===== src/rtl/simd_alu_pkg.sv =====
// Shared types and helpers for the SIMD adder/subtractor pipeline.
// Op encoding, per-lane flag bundle and signed saturation bounds.
package simd_alu_pkg;

    typedef enum logic [1:0] {
        ADD  = 2'b00,
        SUB  = 2'b01,
        ADDS = 2'b10,
        SUBS = 2'b11
    } add_op_t;

    typedef struct packed {
        logic N;
        logic Z;
        logic C;
        logic V;
    } alu_flags_t;

    localparam int unsigned SAT_FN_W = 64;

    // Largest positive two's-complement value of the given width, zero-extended.
    function automatic logic [SAT_FN_W-1:0] lane_sat_max(input int unsigned width);
        return (SAT_FN_W'(1) << (width - 1)) - SAT_FN_W'(1);
    endfunction

    function automatic logic [SAT_FN_W-1:0] lane_sat_min(input int unsigned width);
        return SAT_FN_W'(1) << (width - 1);
    endfunction

endpackage


===== src/rtl/simd_adder_pipe_if.sv =====
// Operand/result bundle with valid/ready handshakes on both sides.
// The master drives operands and out_ready; the slave is the adder pipeline.
interface simd_adder_pipe_if
    import simd_alu_pkg::*;
#(
    parameter int unsigned LANES  = 4,
    parameter int unsigned LANE_W = 32
);
    logic                    in_valid;
    logic                    in_ready;
    add_op_t                 op;
    logic                    C_in;
    logic [LANES*LANE_W-1:0] A;
    logic [LANES*LANE_W-1:0] B;
    logic                    out_valid;
    logic                    out_ready;
    logic [LANES*LANE_W-1:0] R;
    logic [LANES-1:0]        N_flag;
    logic [LANES-1:0]        Z_flag;
    logic [LANES-1:0]        C_flag;
    logic [LANES-1:0]        V_flag;

    modport master (
        output in_valid, op, C_in, A, B, out_ready,
        input  in_ready, out_valid, R, N_flag, Z_flag, C_flag, V_flag
    );

    modport slave (
        input  in_valid, op, C_in, A, B, out_ready,
        output in_ready, out_valid, R, N_flag, Z_flag, C_flag, V_flag
    );
endinterface


===== src/rtl/simd_adder_pipe_lane.sv =====
// One lane of the SIMD adder: low half sum in stage 1, high half, flags
// and saturation in stage 2. Load enables come from the shared pipeline control.
module lane_add_pipe
    import simd_alu_pkg::*;
#(
    parameter int unsigned LANE_W = 32
)
(
    input  logic              clk,
    input  logic              rst_n,
    input  logic              ld1_i,
    input  logic              ld2_i,
    input  add_op_t           op_i,
    input  logic              c_in_i,
    input  logic [LANE_W-1:0] a_i,
    input  logic [LANE_W-1:0] b_i,
    output logic [LANE_W-1:0] r_o,
    output alu_flags_t        flags_o
);
    localparam int unsigned H = LANE_W / 2;
    localparam logic [LANE_W-1:0] SAT_MAX = LANE_W'(lane_sat_max(LANE_W));
    localparam logic [LANE_W-1:0] SAT_MIN = LANE_W'(lane_sat_min(LANE_W));

    logic              is_add;
    logic [LANE_W-1:0] bx;
    logic              cin;
    logic [H:0]        sum_lo;

    logic [H-1:0] lo_q, lo_d;
    logic         c_mid_q, c_mid_d;
    logic [H-1:0] a_hi_q, a_hi_d;
    logic [H-1:0] bx_hi_q, bx_hi_d;
    add_op_t      op_q, op_d;

    logic [H:0]        sum_hi;
    logic [LANE_W-1:0] raw;
    logic              ovf;
    logic              sat_op;

    logic [LANE_W-1:0] r_q, r_d;
    alu_flags_t        flags_q, flags_d;

    // Subtraction is A + ~B + 1; carry-in only matters for the add ops.
    always_comb begin
        is_add  = (op_i == ADD) || (op_i == ADDS);
        bx      = is_add ? b_i : ~b_i;
        cin     = is_add ? c_in_i : 1'b1;
        sum_lo  = {1'b0, a_i[H-1:0]} + {1'b0, bx[H-1:0]} + {{H{1'b0}}, cin};
        lo_d    = sum_lo[H-1:0];
        c_mid_d = sum_lo[H];
        a_hi_d  = a_i[LANE_W-1:H];
        bx_hi_d = bx[LANE_W-1:H];
        op_d    = op_i;
    end

    always_ff @(posedge clk or negedge rst_n) begin
        if (!rst_n) begin
            lo_q    <= '0;
            c_mid_q <= 1'b0;
            a_hi_q  <= '0;
            bx_hi_q <= '0;
            op_q    <= ADD;
        end else if (ld1_i) begin
            lo_q    <= lo_d;
            c_mid_q <= c_mid_d;
            a_hi_q  <= a_hi_d;
            bx_hi_q <= bx_hi_d;
            op_q    <= op_d;
        end
    end

    // C and V always describe the raw sum; N and Z describe the delivered result.
    always_comb begin
        sum_hi    = {1'b0, a_hi_q} + {1'b0, bx_hi_q} + {{H{1'b0}}, c_mid_q};
        raw       = {sum_hi[H-1:0], lo_q};
        ovf       = (a_hi_q[H-1] == bx_hi_q[H-1]) && (raw[LANE_W-1] != a_hi_q[H-1]);
        sat_op    = (op_q == ADDS) || (op_q == SUBS);
        r_d       = (sat_op && ovf) ? (a_hi_q[H-1] ? SAT_MIN : SAT_MAX) : raw;
        flags_d   = '0;
        flags_d.N = r_d[LANE_W-1];
        flags_d.Z = (r_d == '0);
        flags_d.C = sum_hi[H];
        flags_d.V = ovf;
    end

    always_ff @(posedge clk or negedge rst_n) begin
        if (!rst_n) begin
            r_q     <= '0;
            flags_q <= '0;
        end else if (ld2_i) begin
            r_q     <= r_d;
            flags_q <= flags_d;
        end
    end

    assign r_o     = r_q;
    assign flags_o = flags_q;

endmodule


===== src/rtl/simd_adder_pipe.sv =====
// Two-stage SIMD add/sub pipeline: LANES independent lanes plus the shared
// valid/ready control that stalls both stages together from the output side.
module simd_adder_pipe
    import simd_alu_pkg::*;
#(
    parameter int unsigned LANES  = 4,
    parameter int unsigned LANE_W = 32
)
(
    input  logic             clk,
    input  logic             rst_n,
    simd_adder_pipe_if.slave bus
);
    logic s1_valid_q, s1_valid_d;
    logic s2_valid_q, s2_valid_d;
    logic adv1, adv2;
    logic ld1, ld2;

    logic [LANES*LANE_W-1:0] r_all;
    alu_flags_t              flags_all [LANES];
    logic [LANES-1:0]        n_all, z_all, c_all, v_all;

    // in_ready depends only on stage occupancy and out_ready, never on in_valid.
    always_comb begin
        adv2       = !s2_valid_q || bus.out_ready;
        adv1       = !s1_valid_q || adv2;
        ld1        = adv1 && bus.in_valid;
        ld2        = adv2 && s1_valid_q;
        s1_valid_d = adv1 ? bus.in_valid : s1_valid_q;
        s2_valid_d = adv2 ? s1_valid_q : s2_valid_q;
    end

    always_ff @(posedge clk or negedge rst_n) begin
        if (!rst_n) begin
            s1_valid_q <= 1'b0;
            s2_valid_q <= 1'b0;
        end else begin
            s1_valid_q <= s1_valid_d;
            s2_valid_q <= s2_valid_d;
        end
    end

    for (genvar i = 0; i < int'(LANES); i++) begin : g_lane
        lane_add_pipe #(
            .LANE_W (LANE_W)
        ) u_lane (
            .clk     (clk),
            .rst_n   (rst_n),
            .ld1_i   (ld1),
            .ld2_i   (ld2),
            .op_i    (bus.op),
            .c_in_i  (bus.C_in),
            .a_i     (bus.A[i*LANE_W +: LANE_W]),
            .b_i     (bus.B[i*LANE_W +: LANE_W]),
            .r_o     (r_all[i*LANE_W +: LANE_W]),
            .flags_o (flags_all[i])
        );
    end

    always_comb begin
        n_all = '0;
        z_all = '0;
        c_all = '0;
        v_all = '0;
        for (int i = 0; i < int'(LANES); i++) begin
            n_all[i] = flags_all[i].N;
            z_all[i] = flags_all[i].Z;
            c_all[i] = flags_all[i].C;
            v_all[i] = flags_all[i].V;
        end
    end

    assign bus.in_ready  = adv1;
    assign bus.out_valid = s2_valid_q;
    assign bus.R         = r_all;
    assign bus.N_flag    = n_all;
    assign bus.Z_flag    = z_all;
    assign bus.C_flag    = c_all;
    assign bus.V_flag    = v_all;

endmodule

===== src/flat_wrapper.sv =====
// flat-port wrapper written by rule: the top's interface ports become plain ports
module simd_adder_pipe_flat import simd_alu_pkg::*;
#(
    parameter int unsigned LANES  = 4,
    parameter int unsigned LANE_W = 32
)
  (clk, rst_n, bus_in_valid, bus_op, bus_C_in, bus_A, bus_B, bus_out_ready, bus_in_ready, bus_out_valid, bus_R, bus_N_flag, bus_Z_flag, bus_C_flag, bus_V_flag);
  simd_adder_pipe_if #(.LANES(LANES), .LANE_W(LANE_W)) bus_i ();
  input  logic clk;
  input  logic rst_n;
  input wire logic [$bits(bus_i.in_valid)-1:0] bus_in_valid;
  input wire logic [$bits(bus_i.op)-1:0] bus_op;
  input wire logic [$bits(bus_i.C_in)-1:0] bus_C_in;
  input wire logic [$bits(bus_i.A)-1:0] bus_A;
  input wire logic [$bits(bus_i.B)-1:0] bus_B;
  input wire logic [$bits(bus_i.out_ready)-1:0] bus_out_ready;
  output wire logic [$bits(bus_i.in_ready)-1:0] bus_in_ready;
  output wire logic [$bits(bus_i.out_valid)-1:0] bus_out_valid;
  output wire logic [$bits(bus_i.R)-1:0] bus_R;
  output wire logic [$bits(bus_i.N_flag)-1:0] bus_N_flag;
  output wire logic [$bits(bus_i.Z_flag)-1:0] bus_Z_flag;
  output wire logic [$bits(bus_i.C_flag)-1:0] bus_C_flag;
  output wire logic [$bits(bus_i.V_flag)-1:0] bus_V_flag;
  assign bus_i.in_valid = bus_in_valid;
  assign bus_i.op = bus_op;
  assign bus_i.C_in = bus_C_in;
  assign bus_i.A = bus_A;
  assign bus_i.B = bus_B;
  assign bus_i.out_ready = bus_out_ready;
  assign bus_in_ready = bus_i.in_ready;
  assign bus_out_valid = bus_i.out_valid;
  assign bus_R = bus_i.R;
  assign bus_N_flag = bus_i.N_flag;
  assign bus_Z_flag = bus_i.Z_flag;
  assign bus_C_flag = bus_i.C_flag;
  assign bus_V_flag = bus_i.V_flag;
  simd_adder_pipe #(.LANES(LANES), .LANE_W(LANE_W)) u_core (.clk(clk), .rst_n(rst_n), .bus(bus_i));
endmodule

===== config.mk =====
export PLATFORM = sky130hd
export DESIGN_NAME = simd_adder_pipe_flat
export DESIGN_NICKNAME = d
export VERILOG_FILES = /design/src/rtl/simd_alu_pkg.sv /design/src/rtl/simd_adder_pipe_if.sv /design/src/rtl/simd_adder_pipe_lane.sv /design/src/rtl/simd_adder_pipe.sv /design/src/flat_wrapper.sv
export SDC_FILE = /design/constraint.sdc
export NUM_CORES = 1
export LEC_CHECK = 0
export ABC_AREA = 1
export BUFFER_PORTS_ARGS = -buffer_cell sky130_fd_sc_hd__buf_2
export CAP_MARGIN = 0
export CORE_MARGIN = 2
export CORE_UTILIZATION = 25
export DETAILED_ROUTE_END_ITERATION = 16
export PLACE_DENSITY_LB_ADDON = 0.25
export SLEW_MARGIN = 5
export SYNTH_ARGS = -nofsm -noshare
export SYNTH_HDL_FRONTEND = slang
export SYNTH_SLANG_ARGS = --single-unit

===== constraint.sdc =====
create_clock -name clk -period 3.1 [get_ports clk]
set_input_delay 0.465 -clock clk [delete_from_list [all_inputs] [get_ports clk]]
set_output_delay 0.465 -clock clk [all_outputs]
set_load 0.1 [all_outputs]

==> flow_summary.json <==
{
  "outcome": "finished clean",
  "numCtsBuffers": 46,
  "p_int_uw": 12100,
  "pwr-share-comb_pct": 53.0,
  "syn_inst": 2557,
  "routed_wirelength_um": 69910,
  "finalSetupViolCount": 0,
  "syn_area_per_cell_um2": 8.018,
  "syn_to_final_growth_pct": 25.35,
  "p_sw_share_pct": 53.49,
  "grt_pass1_wl_um": 108100,
  "num_rows": 105,
  "dr.pass1.iters": 5,
  "route.detailed.vias_per_inst": 4.467,
  "routed-wl-met2_um": 31980,
  "hold_ws_ps": 82.70,
  "ys_seq_area_share_pct": 41.38,
  "synth_nets": 2956,
  "rsz0062_at_grt": "no",
  "synth_area_leaders": "dfrtp_1 (41%), nand2_1 (13%), ha_1 (7.3%)",
  "gp_congestion": 0.8489,
  "clockBufferDepth": 3,
  "synth_top_area_share_pct": 41.38,
  "antenna_found_initial": 12,
  "cts_max_level": 2,
  "synth_fa_ha_area_share_pct": 8.886,
  "overflow": 0,
  "synth_edf_count": 0,
  "start_util_pct": 25.13,
  "top_layer": "met5",
  "yosys_register_bits": 339,
  "path_class": "reg -> reg",
  "clk_pin_slew_worst_paths_ps": 60,
  "vias": 18270,
  "nets": 3379,
  "hpwlAfterDp_um": 54170,
  "clkPwrFrac_pct": 20.7,
  "tritoncts": "done",
  "crit_path_start_kind": "register",
  "worst_ir_drop_vdd_mv": 0.9110,
  "n_fill_cell": 8850,
  "synth_common_cells": "nand2_1 (737), dfrtp_1 (339), nor2_1 (223), a21oi_1 (174), o21ai_0 (152)",
  "regArea_mm2": 0.008483,
  "fmax_ghz": 0.3594,
  "synth-simple-area-share_pct": 22.78,
  "synth_flop_cell": "dfrtp_1",
  "skew_ps": 19.31,
  "postRouteAntennaNets": 0,
  "ys_async_sr_fraction_pct": 100.0,
  "synth_xor_area_share_pct": 9.271,
  "drive_above_1_share_pct": 20.23,
  "cellLeakagePower_uw": 0.01298,
  "power_frac_seq_pct": 26.3,
  "min_period_over_period_pct": 89.75,
  "die_area_mm2": 0.08431,
  "arrival_ps": 3280,
  "hold_violations": 0,
  "synthMuxAreaShare_pct": 0,
  "worst_slew_pin_slew_ps": 782.2,
  "relSlewSlack_pct": 47.86,
  "grt_pass1_vias": 18550,
  "cp_max_fo": 10,
  "die_y_um": 290.4,
  "clock_sinks": 339,
  "drc": 0,
  "cap_violations": 0,
  "p_per_area_mw_per_mm2": 1012,
  "p_sw_uw": 13910,
  "multi_input_area_mm2": 0.01098,
  "yosysUniqueCellTypes": 44,
  "ys_warn_count": 0,
  "tns_ps": 0,
  "clockRootBuffer": "clkbuf_16",
  "grt_max_degree": 109,
  "drt-wirelength-per-cell_um": 17.09,
  "hp-class": "in -> reg",
  "dr.first_iter.drc_count": 994,
  "fin_crit_ps": 2782,
  "yosysMostFrequentCell": "nand2_1",
  "groute.usage.overall_pct": 16.31,
  "io_buffers": 408,
  "core_mm2": 0.08158,
  "synth_top_family_by_area": "simple AND/OR/NAND/NOR gates",
  "synth_compound_area_share_pct": 12.44,
  "yosys.area.top_type": "dfrtp_1",
  "wl_met1_um": 33050,
  "worst_ep_required_time_ps": 3600,
  "placed_cells": 4000,
  "synth_area_mm2": 0.02050,
  "stdcell_count": 4091,
  "worstSkewPairLatency_ps": 580,
  "final_max_slew_viol_count": 0,
  "die_w_um": 290.4,
  "io_pins": 409,
  "cp-end-kind": "register",
  "wl_met3_um": 3105
}
[sequential cells by signal, indices dropped and copies added, names as in the netlist]
| name | cells |
|---|---|
| u_core.bus.out_valid | 1 |
| u_core.s1_valid_q | 1 |
| u_core.g_lane.u_lane.a_hi_q | 64 |
| u_core.g_lane.u_lane.bx_hi_q | 64 |
| u_core.g_lane.u_lane.op_q | 1 |
| u_core.g_lane.u_lane.c_mid_q | 4 |
| u_core.g_lane.u_lane.flags_o | 12 |
| u_core.g_lane.u_lane.r_o | 128 |
| u_core.g_lane.u_lane.lo_q | 64 |
[repair_timing]
item / CTS / global route
setup endpoints to repair: 0 / 2
buffers inserted: 0 / 0
hold buffers: 1 / 0
resized for setup: 0 / 1
endpoints found under the hold margin: 67 / 0
[layer usage]
metal / track usage [%] / vias up
met5: 0 / -
met4: 4.751 / 4
met3: 2.661 / 86
met2: 26.60 / 400
met1: 22.19 / 8527
li1: - / 9257
[worst max-delay path, stage by stage (launching register included)]
cell and delay [ps]:
dfrtp_1 420, fa_1 510, nand2_1 100, nand2_1 80
nand3_1 110, nand2_2 100, nand2_2 100, nand2_2 80
nand2_2 130, nand4_2 350, nand2_1 220, nand3_1 90
nor2_1 120, nand2_1 80, nor2_1 100, nand3_1 70
nand2_1 60
[layout by cell type, fill, tap and decap left out, types with 9 or more instances in the layout]
master       n
xnor2_1     99
clkbuf_16   46
nand3b_1    16
a21o_1      18
fa_1        14
inv_1      140
buf_12      10
xor2_1     118
clkbuf_8    10
buf_2      406
nand2_1    735
o21ai_0    150
a31oi_1     56
a21oi_1    174
buf_4       66
ha_1       120
nor2_1     222
clkinv_2     9
o21ai_1     17
nand3_1    109
inv_2       11
nand4_1     18
nand2_2     17
dfrtp_1    339
clkbuf_1     9
[area by class of cell]
cell class,count,area share [%]
clock buffer,64,5.093
antenna,6,0.05843
clock inverter,19,0.8764
timing repair buffer,485,10.77
sequential,339,33.01
multi-input combinational,1955,42.72
tap,1070,5.210
inverter,153,2.264
[metrics by stage]
step | area (um2) | total power, uW | worst slack [ps] | util (%)
3_5_place_dp | 24120 | 20770 | -278.3 | 29.57
6_report | 25700 | 26020 | 317.8 | 31.50
2_1_floorplan | 20520 | 17460 | -54.08 | -
5_1_grt | 25690 | 27540 | 56.58 | 31.49
4_1_cts | 25670 | 26350 | 217.3 | 31.46
3_3_place_gp | 24120 | 20750 | -301.0 | 29.57
[logic make-up after synthesis]
| family | Yosys count |
|---|---|
| AOI/OAI and AO/OA | 460 |
| xor gates and xnor gates | 217 |
| adders and majority gates | 136 |
| buffers and inverters | 264 |
| DFF | 339 |
| and+or+nand+nor | 1141 |
[worst paths after layout]
path                                            startpoint                                 end  slack (ps)  depth (start not counted)
max reg2reg                u_core.g_lane[1].u_lane.c_mid_q  u_core.g_lane[1].u_lane.flags_o[2]         320                         16
min                                              bus_A[91]  u_core.g_lane[2].u_lane.a_hi_q[11]          80                          3
min in group asynchronous                            rst_n   u_core.g_lane[2].u_lane.a_hi_q[9]         480                          2
max                        u_core.g_lane[1].u_lane.c_mid_q  u_core.g_lane[1].u_lane.flags_o[2]         320                         16
min reg2reg                u_core.g_lane[0].u_lane.r_o[28]     u_core.g_lane[0].u_lane.r_o[28]         480                          2
max in group asynchronous                            rst_n  u_core.g_lane[0].u_lane.bx_hi_q[7]        1710                          3
[power groups by stage]
stage | Sequential (uW) | Combinational [uW] | Clock (uW)
final | 6830 | 13800 | 5390
after global routing | 6990 | 14800 | 5750
after CTS | 6860 | 13900 | 5580
after detailed placement | 6910 | 13900 | 0
after global placement | 6920 | 13800 | 0
after floorplan | 12600 | 4860 | 0
(Power assumes the default switching activity.)
